===== src/rtl/fa_pkg.sv =====
// Shared constants and types for the registered ripple-carry adder.
// The result type is sized for the widest legal operand plus its carry-out.
package fa_pkg;

    localparam int unsigned FA_DEFAULT_WIDTH = 1;
    localparam int unsigned FA_MAX_WIDTH     = 64;

    typedef logic [FA_MAX_WIDTH:0] fa_result_t;

endpackage


===== src/rtl/fa_cell.sv =====
// Gate-level single-bit full adder; one link of the ripple chain.
module fa_cell (
    input  logic x,
    input  logic y,
    input  logic ci,
    output logic s,
    output logic co
);

    logic w_p;

    assign w_p = x ^ y;
    assign s   = w_p ^ ci;
    assign co  = (x & y) | (ci & w_p);

endmodule


===== src/rtl/full_adder_st.sv =====
// Registered ripple-carry adder: {Cout, sum} = a + b + c, one cycle of latency.
// Outputs hold their last result whenever in_valid is low.
module full_adder_st
    import fa_pkg::*;
#(
    parameter int unsigned WIDTH = FA_DEFAULT_WIDTH
) (
    input  logic             clk,
    input  logic             rst,
    input  logic [WIDTH-1:0] a,
    input  logic [WIDTH-1:0] b,
    input  logic             c,
    input  logic             in_valid,
    output logic [WIDTH-1:0] sum,
    output logic             Cout,
    output logic             out_valid
);

    logic [WIDTH:0]   w_carry;
    logic [WIDTH-1:0] w_sum;

    logic [WIDTH-1:0] r_sum;
    logic             r_cout;
    logic             r_valid;

    assign w_carry[0] = c;

    for (genvar i = 0; i < WIDTH; i++) begin : g_chain
        fa_cell u_cell (
            .x  (a[i]),
            .y  (b[i]),
            .ci (w_carry[i]),
            .s  (w_sum[i]),
            .co (w_carry[i+1])
        );
    end

    // Result registers load only on valid, so unknown operands while idle never reach them.
    always_ff @(posedge clk) begin
        if (rst) begin
            r_sum   <= '0;
            r_cout  <= 1'b0;
            r_valid <= 1'b0;
        end else begin
            r_valid <= in_valid;
            if (in_valid) begin
                r_sum  <= w_sum;
                r_cout <= w_carry[WIDTH];
            end
        end
    end

    assign sum       = r_sum;
    assign Cout      = r_cout;
    assign out_valid = r_valid;

endmodule


===== config.mk =====
export PLATFORM = sky130hd
export DESIGN_NAME = full_adder_st
export DESIGN_NICKNAME = d
export VERILOG_FILES = /design/src/rtl/fa_pkg.sv /design/src/rtl/fa_cell.sv /design/src/rtl/full_adder_st.sv
export SDC_FILE = /design/constraint.sdc
export NUM_CORES = 1
export LEC_CHECK = 0
export ABC_AREA = 1
export BUFFER_PORTS_ARGS = -buffer_cell sky130_fd_sc_hd__clkbuf_2
export CORE_AREA = 2 2 39 41
export DETAILED_ROUTE_END_ITERATION = 12
export DIE_AREA = 0 0 41 43
export HOLD_SLACK_MARGIN = 0.15
export SYNTH_ARGS = -nofsm -noshare
export SYNTH_HDL_FRONTEND = slang
export SYNTH_HIERARCHICAL = 1
export SYNTH_SLANG_ARGS = --single-unit
export TNS_END_PERCENT = 50

===== constraint.sdc =====
create_clock -name clk -period 1 [get_ports clk]
set_input_delay 0.1 -clock clk [delete_from_list [all_inputs] [get_ports clk]]
set_output_delay 0.1 -clock clk [all_outputs]
set_load 0.03 [all_outputs]

==> results.sh <==
export IMPL_drcViolationCount=0
export IMPL_synth_edf_count=0
export IMPL_die_h_um=43
export IMPL_critical_path_buf_inv_count=1
export IMPL_cp_max_fo=2
export IMPL_pwr_share_comb_pct=16.1
export IMPL_post_cts_setup_buffer_count=0
export IMPL_tightest_slew_ns=0.1743
export IMPL_p_int_uw=306.9
export IMPL_start_util_pct=9.313
export IMPL_start_kind="flip-flop"
export IMPL_detail_route_antenna_nets=0
export IMPL_max_stage_delay_ns=0.33
export IMPL_clockBufferDepth=2
export IMPL_power_density_mw_per_mm2=1791
export IMPL_cts_tree="done"
export IMPL_tns_ns=0
export IMPL_power_switching_uw=114.5
export IMPL_cp_cell_sequence="clkbuf_2"
export IMPL_rr_endpoint="Cout"
export IMPL_end_kind="primary output"
export IMPL_routabilityCongestion=0.4182
export IMPL_crit_family="flip-flops"
export IMPL_yosysWarningCount=6
export IMPL_hold_depth=6
export IMPL_yosysSeqAreaShare_pct=46.60
export IMPL_worstHoldStart="c"
export IMPL_ir_worst_vdd_mv=0.2170
export IMPL_synth_ff_type="dfxtp_1"
export IMPL_clk_pin_slew_ns=0.04
export IMPL_diodes=0
export IMPL_drive_above_1_share_pct=35.48
export IMPL_post_drt_wl_per_cell_um=6.787
export IMPL_synth_top_area_share_pct=46.60
export IMPL_yosysUniqueCellTypes=5
export IMPL_yosysTopAreaCell="dfxtp_1"
export IMPL_avgSynthCellArea_um2=7.581
export IMPL_netlist_instances=17
export IMPL_slowest_stage="dfxtp_1"
export IMPL_whs_ns=0.3258
export IMPL_rsz0062_at_grt="false"
export IMPL_cts_htree_levels=1
export IMPL_portBuffers=8
export IMPL_hp_class="in -> reg"
export IMPL_track_usage_pct=5.105
export IMPL_place_inst=41
export IMPL_timing_reg2reg_setup_slack_ns=0.45
export IMPL_syn_nets=24
export IMPL_n_fill_cell=158
export IMPL_synth_seq_cells=3
export IMPL_synthTopCellsByCount="nor2_1, inv_1, nand2_1, dfxtp_1, fa_1"
export IMPL_max_cap_violations=0
export IMPL_maxSlewViolCount=0
export IMPL_fin_crit_ns=0.8770
export IMPL_p_clk_share_pct=52.3
export IMPL_max_slew_margin_pct=88.43
export IMPL_io_pins=9
export IMPL_cts_root_buf="clkbuf_4"
export IMPL_async_flop_share_pct=0
export IMPL_layoutNonFillerInstCount=47
export IMPL_setup_viol=0
export IMPL_wl_um=319
export IMPL_fp_coreArea_mm2=0.001384
export IMPL_antenna_found_initial=0
export IMPL_syn_area_um2=128.9
export IMPL_fin_crit_sh_pct=87.70
export IMPL_path_class="reg -> out"
export IMPL_fmax_mhz=1140
export IMPL_grt_start_max_net_pins=6
export IMPL_crit_arrival_ns=0.78
export IMPL_final_util_pct=17.00
export IMPL_hold_path_end="sum"
export IMPL_swShare_pct=27.16
export IMPL_first_iter_violations=2
export IMPL_fin_nets=39
export IMPL_synth_most_common_cell="nor2_1"
export IMPL_grt_overflow=0
export IMPL_r2r_start="Cout"
export IMPL_area_growth_pct=82.52
export IMPL_ys_top_cells_by_area="dfxtp_1, fa_1, nor2_1, inv_1, nand2_1"
export IMPL_cts_inserted_buffers=3
export IMPL_viasPerCell=2.979
export IMPL_p_leak_uw=0.0001318
export IMPL_r2r_cells=2
export IMPL_final_seq_area_um2=60.06
export IMPL_clock_skew_ns=0
export IMPL_rows=14
export IMPL_multi_input_area_um2=53.80
export IMPL_final_hold_violation_count=0
export IMPL_crit_required_ns=0.90
export IMPL_die_w_um=41
export IMPL_grt_pass1_wl_um=448
export IMPL_vias=140
export IMPL_power_uw=421.4
export IMPL_seqPwrFrac_pct=31.5
export IMPL_drt_pass1_iter_count=2
export IMPL_grt_pass1_vias=140
export IMPL_status="completed"
export IMPL_clock_sinks=3
export IMPL_die_area_mm2=0.001763
export IMPL_insertion_delay_ns=0.24
[layout by cell type (no fill, tap or decap), drive strengths merged]
| cell type | count |
|---|---|
| nand2 | 4 |
| inv | 4 |
| dfxtp | 3 |
| clkbuf | 12 |
| dlygate4sd3 | 2 |
| fa | 1 |
| nor2 | 5 |
[layout make-up]
| cell class | instances | area share, % |
|---|---|---|
| clock buffer | 4 | 11.17 |
| inverter | 4 | 6.383 |
| multi-input combinational | 10 | 22.87 |
| sequential | 3 | 25.53 |
| tap | 16 | 8.511 |
| timing repair buffer | 10 | 25.53 |
[per-stage QoR]
step	setup WS (ns)	cell area, µm²
global placement	0.02507	188.9
finish	0.1230	235.2
floorplan	0.1469	128.9
global route	0.07344	235.2
CTS	0.1120	235.2
detailed placement	0.01032	188.9
[worst max-delay path by stage]
| stage | endpoint | startpoint | depth (start not counted) |
|---|---|---|---|
| 2_1_floorplan | sum | b | 5 |
| 3_3_place_gp | sum | b | 6 |
| 3_5_place_dp | sum | b | 6 |
| 4_1_cts | Cout | Cout | 1 |
| 5_1_grt | Cout | Cout | 1 |
| 6_report | Cout | Cout | 1 |
[tightest hold or removal path: stages]
cell	delay (ns)
clkbuf_2	0.08
fa_1	0.15
inv_1	0.04
nand2_1	0.04
nand2_1	0.04
nor2_1	0.07
[metal layers]
metal / global-route usage [%] / part of all wire (%) / wire, µm
met4: 8.000 / 0 / 0
met1: 1.911 / 37 / 119
met3: 6.283 / 13 / 42
met5: 0 / 0 / 0
met2: 6.563 / 49 / 157
[state kept, by name, summed over array words and instances (netlist names)]
register	cells
Cout	1
sum	1
out_valid	1
[power by group through the flow]
stage	clock (µW)	sequential (µW)	combinational (µW)
finish	221	133	68.0
global route	253	134	76.9
CTS	233	133	69.2
detailed placement	0	135	63.0
global placement	0	134	61.4
floorplan	0	152	19.6
[cells by family after synthesis]
group	after synthesis	synth area share (%)
buf+inv	4	11.65
simple gates	9	26.21
flops	3	46.60
fa+ha+maj	1	15.53
[what timing repair did]
item | 4_1_cts | 5_1_grt
endpoints found under the hold margin | 3 | 0
resized for setup | 0 | 0
setup endpoints to repair | 0 | 0
hold buffers | 2 | 0
(Power assumes the default switching activity.)
